### config.mk
export PLATFORM = sky130hd
export DESIGN_NAME = uart_tx_frame_ctrl
export DESIGN_NICKNAME = d
export VERILOG_FILES = /design/src/rtl/uart_tx_frame_ctrl.sv
export SDC_FILE = /design/constraint.sdc
export NUM_CORES = 1
export LEC_CHECK = 0
export ABC_AREA = 1
export CAP_MARGIN = 20
export CELL_PAD_IN_SITES_DETAIL_PLACEMENT = 0
export CELL_PAD_IN_SITES_GLOBAL_PLACEMENT = 1
export CORE_MARGIN = 2
export CORE_UTILIZATION = 46
export CTS_CLUSTER_DIAMETER = 80
export DETAILED_ROUTE_END_ITERATION = 10
export PLACE_DENSITY = 0.93
export REMOVE_ABC_BUFFERS = 1
export SLEW_MARGIN = 20
export SYNTH_ARGS = -nofsm -noshare
export SYNTH_HDL_FRONTEND = slang
export SYNTH_SLANG_ARGS = --single-unit
### constraint.sdc
create_clock -name CLK -period 4.7 [get_ports CLK]
set_input_delay 0.47 -clock CLK [delete_from_list [all_inputs] [get_ports CLK]]
set_output_delay 0.47 -clock CLK [all_outputs]
set_load 0.02 [all_outputs]
### src/rtl/uart_tx_frame_ctrl.sv
// uart_tx_frame_ctrl: UART transmit controller with a baud divider, a bit counter, a shift
// register, a parity generator and a registered line driver.
// A word is captured on a valid/accept handshake together with its frame configuration.
// Consecutive frames can run back to back with no idle gap.
//
// Ports:
//   CLK        - system clock, rising edge
//   RST        - asynchronous reset, active-low
//   P_DATA     - parallel data word, sent LSB first
//   Data_Valid - source has a word; held until accept
//   PAR_EN     - insert a parity bit
//   PAR_TYP    - 0 = even, 1 = odd parity
//   STOP2      - two stop bits when set
//   Prescale   - CLK cycles per bit; 0 behaves as 1
//   TX_OUT     - serial line, registered, idle high
//   busy       - high while a frame is on the line
//   accept     - one-cycle pulse when the word and configuration are captured
module uart_tx_frame_ctrl #(
    parameter int unsigned DATA_W     = 8,
    parameter int unsigned PRESCALE_W = 16
) (
    input  logic                  CLK,
    input  logic                  RST,
    input  logic [DATA_W-1:0]     P_DATA,
    input  logic                  Data_Valid,
    input  logic                  PAR_EN,
    input  logic                  PAR_TYP,
    input  logic                  STOP2,
    input  logic [PRESCALE_W-1:0] Prescale,
    output logic                  TX_OUT,
    output logic                  busy,
    output logic                  accept
);

    localparam int unsigned BitW = $clog2(DATA_W);

    typedef enum logic [2:0] {
        StIdle   = 3'd0,
        StStart  = 3'd1,
        StData   = 3'd2,
        StParity = 3'd3,
        StStop   = 3'd4
    } state_e;

    state_e                state_q, state_d;
    logic [PRESCALE_W-1:0] tick_q, tick_d;
    logic [PRESCALE_W-1:0] prescale_q, prescale_d;
    logic [BitW-1:0]       bit_q, bit_d;
    logic [DATA_W-1:0]     shift_q, shift_d;
    logic                  par_en_q, par_en_d;
    logic                  par_bit_q, par_bit_d;
    logic                  stop2_q, stop2_d;
    logic                  tx_q, tx_d;
    logic                  busy_q, busy_d;
    logic                  accept_q, accept_d;
    logic                  tick_last;
    logic                  capture;

    always_comb begin
        tick_last  = (tick_q == prescale_q - PRESCALE_W'(1));
        capture    = 1'b0;
        state_d    = state_q;
        tick_d     = tick_q;
        prescale_d = prescale_q;
        bit_d      = bit_q;
        shift_d    = shift_q;
        par_en_d   = par_en_q;
        par_bit_d  = par_bit_q;
        stop2_d    = stop2_q;
        tx_d       = tx_q;
        busy_d     = busy_q;
        accept_d   = 1'b0;

        case (state_q)
            StIdle: begin
                tx_d    = 1'b1;
                busy_d  = 1'b0;
                tick_d  = '0;
                bit_d   = '0;
                capture = Data_Valid;
            end
            StStart: begin
                if (tick_last) begin
                    state_d = StData;
                    tx_d    = shift_q[0];
                    tick_d  = '0;
                    bit_d   = '0;
                end else begin
                    tick_d = tick_q + PRESCALE_W'(1);
                end
            end
            StData: begin
                if (tick_last) begin
                    tick_d = '0;
                    if (bit_q == BitW'(DATA_W - 1)) begin
                        bit_d = '0;
                        if (par_en_q) begin
                            state_d = StParity;
                            tx_d    = par_bit_q;
                        end else begin
                            state_d = StStop;
                            tx_d    = 1'b1;
                        end
                    end else begin
                        // Bit 0 of the shifted word is the bit now on the line.
                        bit_d   = bit_q + BitW'(1);
                        shift_d = shift_q >> 1;
                        tx_d    = shift_q[1];
                    end
                end else begin
                    tick_d = tick_q + PRESCALE_W'(1);
                end
            end
            StParity: begin
                if (tick_last) begin
                    state_d = StStop;
                    tx_d    = 1'b1;
                    tick_d  = '0;
                    bit_d   = '0;
                end else begin
                    tick_d = tick_q + PRESCALE_W'(1);
                end
            end
            StStop: begin
                tx_d = 1'b1;
                if (tick_last) begin
                    tick_d = '0;
                    if (stop2_q && (bit_q == '0)) begin
                        // bit_q counts stop bits here.
                        bit_d = BitW'(1);
                    end else if (Data_Valid) begin
                        capture = 1'b1;
                    end else begin
                        state_d = StIdle;
                        busy_d  = 1'b0;
                        bit_d   = '0;
                    end
                end else begin
                    tick_d = tick_q + PRESCALE_W'(1);
                end
            end
            default: begin
                state_d = StIdle;
                tx_d    = 1'b1;
                busy_d  = 1'b0;
                tick_d  = '0;
                bit_d   = '0;
            end
        endcase

        if (capture) begin
            shift_d    = P_DATA;
            par_en_d   = PAR_EN;
            par_bit_d  = (^P_DATA) ^ PAR_TYP;
            stop2_d    = STOP2;
            prescale_d = (Prescale == '0) ? PRESCALE_W'(1) : Prescale;
            accept_d   = 1'b1;
            busy_d     = 1'b1;
            tx_d       = 1'b0;
            state_d    = StStart;
            tick_d     = '0;
            bit_d      = '0;
        end
    end

    always_ff @(posedge CLK or negedge RST) begin
        if (!RST) begin
            state_q    <= StIdle;
            tick_q     <= '0;
            prescale_q <= '0;
            bit_q      <= '0;
            shift_q    <= '0;
            par_en_q   <= 1'b0;
            par_bit_q  <= 1'b0;
            stop2_q    <= 1'b0;
            tx_q       <= 1'b1;
            busy_q     <= 1'b0;
            accept_q   <= 1'b0;
        end else begin
            state_q    <= state_d;
            tick_q     <= tick_d;
            prescale_q <= prescale_d;
            bit_q      <= bit_d;
            shift_q    <= shift_d;
            par_en_q   <= par_en_d;
            par_bit_q  <= par_bit_d;
            stop2_q    <= stop2_d;
            tx_q       <= tx_d;
            busy_q     <= busy_d;
            accept_q   <= accept_d;
        end
    end

    assign TX_OUT = tx_q;
    assign busy   = busy_q;
    assign accept = accept_q;

endmodule
* Yosys cells after proc, flatten, opt, wreduce, memory -nomap -nowiden *
Cells that the tools add are included.

storage, ports and cells
  register bits = 52
  output and inout port bits = 3

operators by class
  bitwise logic cells = 1
  mux-type cells = 42
  $add $sub $neg = 3
  reductions and logical operators = 15
  eq/ne operators = 18

operators with widths
  operator               count
  $mux 16                4
  $mux 3                 15
  $mux 8                 4
  $ne 3x3->1 const B     7
  $add 16x1->16 const B  1
  $eq 16x16->1           1
  $logic_not 16->1       1
  $sub 16x1->16 const B  1
  $pmux 3 s5             1
  $mux 1                 14
  $pmux 3 s3             1
  $reduce_and 4->1       2
  $reduce_and 8->1       1
  $reduce_xor 8->1       1
  $eq 3x2->1 const B     2
  $eq 3x3->1 const B     2
  $logic_not 3->1        2
  $reduce_and 3->1       2
  $ne 2x2->1 const B     2
  $ne 4x4->1 const B     1
  $pmux 1 s2             2
  $reduce_bool 2->1      2
  $reduce_or 4->1        1
  $add 3x1->3 const B    1
  8 further kinds        8

* Longest topological paths before layout *
Gate-level depths: netlist of run 1.

  depth after elaboration = 7
  mapped depth = 19
  gate-level depth less buffers = 18

* Least setup slack after synthesis of run 1 *
OpenSTA, ideal clock, no wires.

  path type = register -> register
  start = register prescale_q[0]
  end = register shift_q[3]
  period minus slack after synthesis = 2.147 ns
  buffers on the path = 1
  slack = 2.553 ns
  setup time = 0.122 ns
  arrival time = 2.025 ns
  required time = 4.578 ns
  cell stages (with the launch flop) = 17
  cells stage by stage = dfrtp_1 > inv_1 > ha_1 > nand2_2 > nor2_1 > nand3_1 > nand3_1 > nand2_1 > nor2_1 > nand3_1 > nor2_2 > nand3_2 > nand2_4 > buf_12 > nor2_4 > nand2_1 > nand3_2

between the ends
  cells in the longest elaborated chain, start to end = 6
  elaborated cells between the ends (all ways) = 9
  classes of those cells = 1 x add/sub; 2 x eq/ne; 3 x mux; 3 x reduce/logical

ends and longest elaborated chain
  item                                                       line  text
  start: declaration                                         47    logic [PRESCALE_W-1:0] prescale_q, prescale_d;
  start signal: assignment                                   182   prescale_q <= prescale_d;
  $sub 16x1->16 *                                            60    tick_last = (tick_q == prescale_q - PRESCALE_W'(1));
  $eq 16x16->1 *                                             60
  $mux 1                                                     126   if (tick_last) begin
  $pmux 1 s2                                                 74    case (state_q)
  $ne 2x2->1 (no line) or $reduce_bool 2->1 (tied branches)  -
  $reduce_and 3->1 (no line)                                 -
  end signal: assignment                                     184   shift_q <= shift_d;
  end: declaration                                           49    logic [DATA_W-1:0] shift_q, shift_d;

Mark *: on every way between the ends. The rest lies on a longest branch, timed or not.
A chain may end at the register's enable or synchronous reset.

* Worst setup path after layout of run 1 *
  start = register prescale_q[0]
  end = register state_q[0]

between the ends
  cells in the longest elaborated chain, start to end = 6
  elaborated cells between the ends (all ways) = 14
  classes of those cells = 1 x add/sub; 9 x eq/ne; 3 x mux; 1 x reduce/logical

ends and longest elaborated chain
  item                                                line  text
  $sub 16x1->16 *                                     60
  $eq 16x16->1 *                                      60
  $mux 1                                              126
  $pmux 1 s2                                          74
  $ne 3x3->1 (no line) or $ne 2x2->1 (tied branches)  -
  $reduce_and 8->1 (no line)                          -
  end signal: assignment                              168   state_q <= StIdle;
  end signal: assignment                              180   state_q <= state_d;
  end: declaration                                    45    state_e state_q, state_d;

Marks and branches as above.

==> reports/results.txt, run 1 <==
hold buffer count at CTS = 0
Clock Sinks = 52
Compound-Gate Fraction of Synth Area = 6.17%
Synth cell types = 40
number of flops mapped to enable cells by yosys = 0
post-synthesis xor/xnor area fraction = 7.83%
synth warn = 0
CTS H-tree lvls = 2
WL/cell = 12.7 µm
largest family of logic cells by synthesized area = simple AND/OR/NAND/NOR gates
Clk Latency, worst-skew pair = 0.31 ns
Area after DPL = 3820 µm²
Synth Area in Adders = 1.80%
NumNets Final = 535
antenna-violating nets left = 0
Worst setup SP type = register
r2r startpoint = prescale_q[0]$_DFFE_PN0P_
post-CTS sizing = 0
postcts setup bufs = 0
outcome = completed
core area = 7290 µm²
Reg2Reg Setup Slack = 1.90 ns
Syn Std Cell Area = 3470 µm²
Worst Setup Path Type = register to register
Port Buffers = 32
Synth Flop Type = dfrtp_1
fraction of layout cells with a size suffix above 1 = 9.78%
Slew Viols, Final = 0
Worst-Margin Slew = 0.942 ns
CTS tree = built
# Max-Cap Violations = 0
Residual DRC = 0
Synth top area share = 36.8%
Seq cells post-synth = 52
initial DRC count = 110
post-route cell area = 3910 µm²
Initial Utilization = 47.6%
Final min period = 2.80 ns
Worst slew margin = 37.2%
aggregate negative setup slack = 0 ns
routed vias/inst = 5.01
commonest non-fill, non-tap cell in the layout = nand2_1
unrepaired setup endpoints after global routing = no
antenna diode count = 0
Critical Path End Type = register
Rows = 31
RR Endpoint = state_q[0]$_DFFE_PN0P_
commonest cells after routing, fill and taps aside = nand2_1, nor2_1, dfrtp_1
Tcrit/Tclk final = 59.5%
leak pwr = 1.81 nW
Gate Count Post-Synth = 469
Worst R2R Path Depth = 16
total global routing overflow = 0
clock skew = 0.0132 ns
TritonCTS Buffers = 5
all-layer global routing usage = 19.6%
RD Place Congestion = 0.936
top cells by area, synth = dfrtp_1, nand2_1, nand3_1
initial antenna violation count = 0
largest net degree at the start of global routing = 53
asr flop ratio synth = 100%
number of global-route vias before repair = 2957
peak supply drop = 0.000180 V
total die area = 8250 µm²
Die Y = 90.8 µm
WP data required = 4.94 ns
Crit Path Max Fanout = 39
Ports = 33
Die Wd = 90.8 µm
drt first pass iters = 5
mux cell area share after synthesis = 0%
# setup viols final = 0
Final Non-Filler Cells = 600
hpwl dp = 5900 µm
PD cells = 545 nW/µm²
area growth from synthesis to layout = 12.7%
mean area per synthesized cell = 7.40 µm²
f_max = 358 MHz
sequential area share after synthesis = 37.6%
cell total after placement = 592
Fin. Hold Viols = 0
first-pass GRT wire length = 13300 µm
CTS Buffer Depth = 2
Vias = 3008
worst endpoint data arrival time = 3.04 ns
post-synthesis simple-gate area fraction = 38.4%
hold crit path type = input port to async pin
Detailed Route WL = 7630 µm
clock root buffer = clkbuf_8
CTS clock-pin slew for the worst setup and hold paths = 0.10 ns
cell taking the most area after synthesis = dfrtp_1
## per-layer routing
layer | part of all wire, % | GRT usage [%]
met5 | 0 | 0
met3 | 4.7 | 3.17
met2 | 46 | 32.3
met1 | 48 | 26.9
met4 | 1.6 | 5.05
## report_power, final
part	total, mW	leakage [nW]	internal (mW)	switching (mW)
Clock	0.273	0.0445	0.120	0.153
Sequential	0.730	0.671	0.601	0.129
Combinational	1.13	1.09	0.394	0.736
## stage by stage
step                util [%]  power [mW]  hold WS, ns  setup WS (ns)
floorplan                  -        1.58        0.174           2.32
global placement        52.3        1.85        0.460           2.01
detailed placement      52.3        1.87        0.464           1.94
CTS                     53.6        2.15        0.298           1.90
global route            53.6        2.36        0.327           1.57
finish                  53.6        2.13        0.265           1.90
## state kept, by name (all words and copies together) (netlist names)
register and cells:
TX_OUT 1, bit_q 3, prescale_q 16, shift_q 8, state_q 3, par_en_q 1
par_bit_q 1, busy 1, stop2_q 1, accept 1, tick_q 16
## worst max-delay path by stage
stage,from,endpoint,slack (ns),depth (start not counted)
floorplan,prescale_q[0]$_DFFE_PN0P_,shift_q[3]$_DFFE_PN0P_,2.32,15
global placement,prescale_q[0]$_DFFE_PN0P_,shift_q[3]$_DFFE_PN0P_,2.01,15
detailed placement,prescale_q[0]$_DFFE_PN0P_,shift_q[4]$_DFFE_PN0P_,1.94,15
CTS,prescale_q[0]$_DFFE_PN0P_,state_q[0]$_DFFE_PN0P_,1.90,16
global route,prescale_q[0]$_DFFE_PN0P_,state_q[0]$_DFFE_PN0P_,1.57,18
finish,prescale_q[0]$_DFFE_PN0P_,state_q[0]$_DFFE_PN0P_,1.90,16
## Yosys cell counts (2+ instances only)
cell,number
buf_2,3
xor2_1,17
buf_12,3
nand3_1,45
nor2_4,4
dfrtp_1,51
nor3_2,2
o21ai_0,18
a21oi_1,2
inv_1,46
nor3b_1,2
nand3_2,4
nor4_1,5
ha_1,5
o21ai_1,8
nor2_2,6
nand3b_1,7
nand2_2,12
nor2_1,57
inv_2,4
nand4_1,4
o21bai_1,2
o21ai_2,2
nor3_1,4
nand2_1,127
xnor2_1,14
nand2_4,2
## worst max-delay path, cell delays in order (launching register included)
cell	delay (ns)
dfrtp_1	0.42
inv_1	0.17
ha_1	0.25
nand2_2	0.10
nor2_1	0.19
nand3_1	0.09
nand3_1	0.11
nand2_1	0.08
nor2_1	0.10
nand3_1	0.08
nor2_2	0.12
nand3_2	0.09
nand2_4	0.37
inv_2	0.27
o21ai_1	0.14
nand2_1	0.07
nand2_1	0.05
## cells by family after synthesis
logic type	count (synthesis)
simple gates	285
buf+inv	59
flops	52
compound gates	37
xor+xnor	31
fa+ha+maj	5
## layout make-up
type / instances / area [µm²]
clock inverter: 1 / 7.51
inverter: 50 / 188
fill: 740 / 3380
tap: 99 / 124
sequential: 52 / 1300
timing repair buffer: 33 / 323
clock buffer: 7 / 86.3
multi-input combinational: 358 / 1880
(Power assumes the default switching activity.)
==> inputs of run 2 (changes only) <==
Settings changed: CORE_UTILIZATION 46 to 38, PLACE_DENSITY 0.93 to 0.83.
Clock period 4.7 ns to 2.2 ns, I/O delays scaled along.
==> run 2 against run 1 <==
The flow now finishes with violations (setup timing). Register-to-register slack worse by 1.9 ns. Cell area is 16% higher. Clock skew hardly changed. Die area is 20% higher. Global-route usage is 1.2 points lower. Setup slack worse by 1.9 ns. Largest power group unchanged. Clock power is 120% higher. Non-clock buffer count is 39 higher. Routed wire length is 13% higher. Critical endpoint is now shift_q[6]$_DFFE_PN0P_. Power grew to 2.6 times the previous value. Highest routed layer unchanged.
==> reports/results.txt, run 2 (synthesized netlist as in run 1, its figures left out) <==
outcome = finished with violations (was completed)
failing checks = setup timing
Worst Setup Path Type = register to register (unchanged)
PD cells = 1230 nW/µm² (was 545 nW/µm²)
antenna-violating nets left = 0 (unchanged)
CTS Buffer Depth = 2 (unchanged)
initial DRC count = 130 (was 110)
largest net degree at the start of global routing = 30 (was 53)
CTS H-tree lvls = 2 (unchanged)
Worst R2R Path Depth = 17 (was 16)
r2r startpoint = prescale_q[1]$_DFFE_PN0P_ (was prescale_q[0]$_DFFE_PN0P_)
Residual DRC = 0 (unchanged)
Final min period = 2.24 ns (was 2.80 ns)
Area after DPL = 4100 µm² (was 3820 µm²)
Crit Path Max Fanout = 6 (was 39)
initial antenna violation count = 0 (unchanged)
combinational power share = 61.0% (was 53.0%)
area of the multi-input gates = 2100 µm² (was 1880 µm²)
Clock Sinks = 52 (unchanged)
routed vias/inst = 4.97 (was 5.01)
Reg2Reg Setup Slack = -0.04 ns (was 1.90 ns)
Worst slew margin = 60.4% (was 37.2%)
f_max = 446 MHz (was 358 MHz)
Slew Viols, Final = 0 (unchanged)
PnR worst setup slack = -0.0411 ns (was 1.90 ns)
Pwr Total = 5.59 mW (was 2.13 mW)
commonest cells after routing, fill and taps aside = nand2_1, dfrtp_1, inv_1, nor2_1, nand3_1 (was nand2_1, nor2_1, dfrtp_1)
NumNets Final = 574 (was 535)
Fin. Hold Viols = 0 (unchanged)
leak pwr = 2.12 nW (was 1.81 nW)
Internal = 2.98 mW (was 1.12 mW)
worst endpoint data arrival time = 2.51 ns (was 3.04 ns)
fraction of layout cells with a size suffix above 1 = 24.3% (was 9.78%)
critical path cell sequence = buf_6 -> nor2_4 -> nand2_4 -> nor2_4 -> buf_6 -> nand3b_1 -> nand2_2 -> nand2_1 -> nor2_1 -> nand2_1 -> nor2_2 -> nand3_2 -> nand2_4 -> buf_6 -> clkbuf_16 -> nand2_1 -> nand3_1 (was inv_1 -> ha_1 -> nand2_2 -> nor2_1 -> nand3_1 -> nand3_1 -> nand2_1 -> nor2_1 -> nand3_1 -> nor2_2 -> nand3_2 -> nand2_4 -> inv_2 -> o21ai_1 -> nand2_1 -> nand2_1)
Detailed Route WL = 8610 µm (was 7630 µm)
Clock Power Share = 10.6% (was 12.8%)
Die Wd = 99.5 µm (was 90.8 µm)
# Max-Cap Violations = 0 (unchanged)
# setup viols final = 9 (was 0)
fillers = 853 (was 740)
Ports = 33 (unchanged)
core area = 8810 µm² (was 7290 µm²)
Tcrit/Tclk final = 102% (was 59.5%)
post-route cell area = 4530 µm² (was 3910 µm²)
unrepaired setup endpoints after global routing = yes (was no)
FF+latch area = 1300 µm² (unchanged)
commonest non-fill, non-tap cell in the layout = nand2_1 (unchanged)
RD Place Congestion = 0.877 (was 0.936)
Port Buffers = 32 (unchanged)
antenna diode count = 0 (unchanged)
Rows = 34 (was 31)
WP data required = 2.46 ns (was 4.94 ns)
Clk Latency, worst-skew pair = 0.32 ns (was 0.31 ns)
CTS tree = built (unchanged)
Worst setup SP type = register (unchanged)
clock skew = 0.0130 ns (was 0.0132 ns)
number of global-route vias before repair = 3189 (was 2957)
Switch Pwr = 2.60 mW (was 1.02 mW)
hold crit path type = input port to async pin (unchanged)
Critical-path top delay cell = dfrtp_1 (unchanged)
Vias = 3218 (was 3008)
Critical Path End Type = register (unchanged)
first-pass GRT wire length = 14800 µm (was 13300 µm)
switching share of power = 46.6% (was 47.7%)
total die area = 9910 µm² (was 8250 µm²)
Initial Utilization = 39.4% (was 47.6%)
Crit path largest cell delay = 0.41 ns (was 0.42 ns)
drt first pass iters = 4 (was 5)
all-layer global routing usage = 18.4% (was 19.6%)
total global routing overflow = 0 (unchanged)
RR Endpoint = shift_q[6]$_DFFE_PN0P_ (was state_q[0]$_DFFE_PN0P_)
peak supply drop = 0.000461 V (was 0.000180 V)
hpwl dp = 6600 µm (was 5900 µm)
Die Y = 99.5 µm (was 90.8 µm)
sequential share of power = 28.3% (was 34.2%)
WL/cell = 13.3 µm (was 12.7 µm)
CTS clock-pin slew for the worst setup and hold paths = 0.11 ns (was 0.10 ns)
area growth from synthesis to layout = 30.5% (was 12.7%)
top flop regs = prescale_q x16, tick_q x16, shift_q x8 (unchanged)
clock root buffer = clkbuf_8 (unchanged)
Worst-Margin Slew = 0.594 ns (was 0.942 ns)
TritonCTS Buffers = 5 (unchanged)
==> run 2: what timing repair did <==
| item | 4_1_cts | 5_1_grt |
|---|---|---|
| cloned | 0 | 1 |
| hold buffers | 1 | 0 |
| endpoints found under the hold margin | 23 | 0 |
| endpoints found under the setup margin | 49 | 52 |
| buffers inserted | 1 | 6 |
| resized for setup | 9 | 66 |
| pin swaps | 3 | 19 |
==> run 2: final cells by class <==
class | count | area share (%)
Timing Repair Buffer | 72 | 15.6
Inverter | 50 | 4.20
Sequential cell | 52 | 28.8
Tap cell | 108 | 2.99
Clock inverter | 3 | 0.553
Multi-Input combinational cell | 358 | 46.3
Clock buffer | 5 | 1.52
==> run 2: worst max path at each step <==
stage	from	to	slack [ns]	depth (start not counted)
after floorplan	prescale_q[0]$_DFFE_PN0P_	shift_q[3]$_DFFE_PN0P_	-0.18	15
after global placement	prescale_q[1]$_DFFE_PN0P_	state_q[2]$_DFFE_PN0P_	-0.03	16
after detailed placement	prescale_q[0]$_DFFE_PN0P_	prescale_q[6]$_DFFE_PN0P_	-0.11	14
after CTS	prescale_q[5]$_DFFE_PN0P_	state_q[2]$_DFFE_PN0P_	0.002	15
after global routing	prescale_q[1]$_DFFE_PN0P_	shift_q[5]$_DFFE_PN0P_	-0.20	17
final	prescale_q[1]$_DFFE_PN0P_	shift_q[6]$_DFFE_PN0P_	-0.04	17
==> run 2: power groups by stage <==
| stage | clock [mW] | combinational, mW | sequential, mW |
|---|---|---|---|
| floorplan | 0 | 1.83 | 1.55 |
| global placement | 0 | 2.86 | 1.56 |
| detailed placement | 0 | 2.92 | 1.56 |
| CTS | 0.615 | 3.00 | 1.56 |
| global route | 0.650 | 3.83 | 1.63 |
| finish | 0.595 | 3.41 | 1.58 |
==> run 2: critical path: cells and delay by family, from the launching register on <==
kind                   cells  cell delay, ns
and+or+nand+nor           13            1.21
buffers and inverters      4            0.55
DFF                        1            0.41
==> run 2: layer usage <==
metal	GRT usage, %	part of all wire, %	vias to the layer above
met5	0	0	-
met4	4.11	0.95	0
met3	2.67	2.6	7
met2	30.6	48	44
met1	25.6	48	1531
li1	-	-	1636
==> run 2: stage by stage <==
step           worst slack [ns]  setup TNS (ns)  utilization (%)  hold slack, ns  std cells
6_report                -0.0411          -0.198             51.4           0.428        648
2_1_floorplan            -0.181           -2.55                -         -0.0756        460
5_1_grt                  -0.200           -5.56             51.4           0.487        648
3_3_place_gp            -0.0259          -0.323             46.5           0.250        632
3_5_place_dp             -0.110           -2.09             46.5           0.256        632
4_1_cts                 0.00186               0             48.2           0.447        642
==> inputs of run 3 (changes only) <==
Settings changed: CORE_ASPECT_RATIO from default to 0.9.
==> run 3 against run 2 <==
The flow still finishes with violations (setup timing). Utilization shrank 0.75 points. Largest cell class unchanged. Register-to-register slack is essentially flat. Non-clock buffer count grew 8.
==> reports/results.txt, run 3 (synthesized netlist as in run 1, its figures left out) <==
outcome = finished with violations (unchanged)
failing checks = setup timing (unchanged)
hold_sp = Prescale[13]
total die area = 9910 µm² (about the same)
routed vias/inst = 4.81 (was 4.97)
post-place setup slack = -0.146 ns (was -0.110 ns)
largest net degree at the start of global routing = 33 (was 30)
initial DRC count = 154 (was 130)
Clk Latency, worst-skew pair = 0.30 ns (was 0.32 ns)
NumNets Final = 582 (was 574)
drt first pass iters = 4 (unchanged)
Switch Pwr = 2.52 mW (was 2.60 mW)
top flop regs = prescale_q x16, tick_q x16, shift_q x8 (unchanged)
# setup viols final = 7 (was 9)
Fin. Hold Viols = 0 (unchanged)
post-route cell area = 4560 µm² (was 4530 µm²)
core area = 9000 µm² (was 8810 µm²)
Ports = 33 (unchanged)
Clock Sinks = 52 (unchanged)
hold crit path type = input port to register (was input port to async pin)
CTS H-tree lvls = 2 (unchanged)
Area after DPL = 4130 µm² (was 4100 µm²)
worst hold path cell count = 3
r2r startpoint = prescale_q[1]$_DFFE_PN0P_ (unchanged)
Worst-Margin Slew = 0.711 ns (was 0.594 ns)
antenna diode count = 0 (unchanged)
area growth from synthesis to layout = 31.4% (was 30.5%)
Reg2Reg Setup Slack = -0.05 ns (was -0.04 ns)
Die Wd = 105 µm (was 99.5 µm)
Worst R2R Path Depth = 19 (was 17)
WP data required = 2.40 ns (was 2.46 ns)
Final Non-Filler Cells = 670 (was 648)
Residual DRC = 0 (unchanged)
PnR worst setup slack = -0.0471 ns (was -0.0411 ns)
first-pass GRT wire length = 14200 µm (was 14800 µm)
Port Buffers = 32 (unchanged)
Critical Path End Type = register (unchanged)
fraction of layout cells with a size suffix above 1 = 24.8% (was 24.3%)
antenna-violating nets left = 0 (unchanged)
Slew Viols, Final = 0 (unchanged)
initial antenna violation count = 0 (unchanged)
f_max = 445 MHz (was 446 MHz)
total global routing overflow = 0 (unchanged)
Internal = 3.03 mW (was 2.98 mW)
combinational power share = 61.5% (was 61.0%)
Rows = 33 (was 34)
crit path from = prescale_q[1]$_DFFE_PN0P_ (unchanged)
Crit Path Max Fanout = 15 (was 6)
sequential share of power = 28.4% (was 28.3%)
switching share of power = 45.4% (was 46.6%)
Worst slew margin = 52.6% (was 60.4%)
commonest non-fill, non-tap cell in the layout = nand2_1 (unchanged)
CTS Buffer Depth = 2 (unchanged)
Vias = 3226 (was 3218)
Die Y = 94.6 µm (was 99.5 µm)
CTS clock-pin slew for the worst setup and hold paths = 0.09 ns (was 0.11 ns)
PD cells = 1220 nW/µm² (was 1230 nW/µm²)
TritonCTS Buffers = 5 (unchanged)
unrepaired setup endpoints after global routing = yes (unchanged)
clock root buffer = clkbuf_8 (unchanged)
peak supply drop = 0.000532 V (was 0.000461 V)
Worst Setup Path Type = register to register (unchanged)
RR Endpoint = bit_q[0]$_DFFE_PN0P_ (was shift_q[6]$_DFFE_PN0P_)
commonest cells after routing, fill and taps aside = nand2_1, dfrtp_1, nor2_1 (was nand2_1, dfrtp_1, inv_1, nor2_1, nand3_1)
Tcrit/Tclk final = 102% (about the same)
cell total after placement = 650 (was 632)
CTS tree = built (unchanged)
# Max-Cap Violations = 0 (unchanged)
Initial Utilization = 38.5% (was 39.4%)
Clock Power Share = 10.2% (was 10.6%)
Detailed Route WL = 8530 µm (was 8610 µm)
RD Place Congestion = 0.866 (was 0.877)
number of global-route vias before repair = 3029 (was 3189)
Hold Path End = prescale_q[13]$_DFFE_PN0P_
hpwl dp = 6550 µm (was 6600 µm)
all-layer global routing usage = 17.7% (was 18.4%)
leak pwr = 2.11 nW (was 2.12 nW)
WL/cell = 12.7 µm (was 13.3 µm)
fin util = 50.6% (was 51.4%)
Worst setup SP type = register (unchanged)
worst endpoint data arrival time = 2.44 ns (was 2.51 ns)
Final min period = 2.25 ns (was 2.24 ns)
final hold slack = 0.479 ns (was 0.428 ns)
clock skew = 0.00698 ns (was 0.0130 ns)
[run 3: cell types whose count changed in the layout (fill, tap and decap cells not counted), sizes merged]
cell and delta:
clkbuf +3, clkinvlp -1, buf +8, inv -2
[run 3: area by class of cell]
cell class | instances | area, µm²
tap | 122 | 153
multi-input combinational | 358 | 2070
inverter | 50 | 190
timing repair buffer | 80 | 747
clock buffer | 8 | 90.1
sequential | 52 | 1300
fill | 902 | 4440
[run 3: per-stage QoR]
step / TNS, ns / power, mW
CTS: 0 / 5.20
finish: -0.111 / 5.55
global placement: -0.939 / 4.46
floorplan: -2.55 / 3.37
global route: -6.24 / 6.04
detailed placement: -1.50 / 4.51
[run 3: power by group through the flow]
| stage | combinational, mW | sequential (mW) | clock, mW |
|---|---|---|---|
| after floorplan | 1.83 | 1.55 | 0 |
| after global placement | 2.90 | 1.55 | 0 |
| after detailed placement | 2.94 | 1.56 | 0 |
| after CTS | 3.04 | 1.56 | 0.593 |
| after global routing | 3.80 | 1.62 | 0.622 |
| final | 3.41 | 1.57 | 0.565 |
[run 3: worst max path at each step]
stage          slack, ns                     end
3_5_place_dp       -0.15  shift_q[3]$_DFFE_PN0P_
5_1_grt            -0.19  shift_q[3]$_DFFE_PN0P_
4_1_cts            0.002  shift_q[5]$_DFFE_PN0P_
3_3_place_gp       -0.11  shift_q[5]$_DFFE_PN0P_
2_1_floorplan      -0.18  shift_q[3]$_DFFE_PN0P_
6_report           -0.05    bit_q[0]$_DFFE_PN0P_
[run 3: layer usage]
metal	global-route usage [%]	up-vias	part of all wire (%)
met2	29.2	55	47
met4	5.33	0	1.2
met3	3.80	12	4.3
met5	0	-	0
met1	23.6	1505	47
li1	-	1654	-
[run 3: worst max-delay path, stage by stage (launching register included)]
cell	delay, ns
dfrtp_1	0.40
inv_2	0.08
ha_4	0.17
nand3_4	0.10
nor2_4	0.16
buf_4	0.13
nand2_2	0.04
nand2_2	0.05
nand2_2	0.07
buf_6	0.11
nand2_2	0.04
nor2_1	0.04
nand2_1	0.07
nor2_2	0.04
nand2_2	0.12
o21ai_4	0.09
buf_12	0.17
buf_4	0.13
nand2_1	0.04
o21ai_1	0.05
[run 3: repair_timing]
action	4_1_cts	5_1_grt
cloned	0	1
buffers inserted	2	8
pin swaps	3	13
hold endpoints to repair	29	0
hold buffers	1	0
endpoints found under the setup margin	31	52
gates resized for setup	14	54
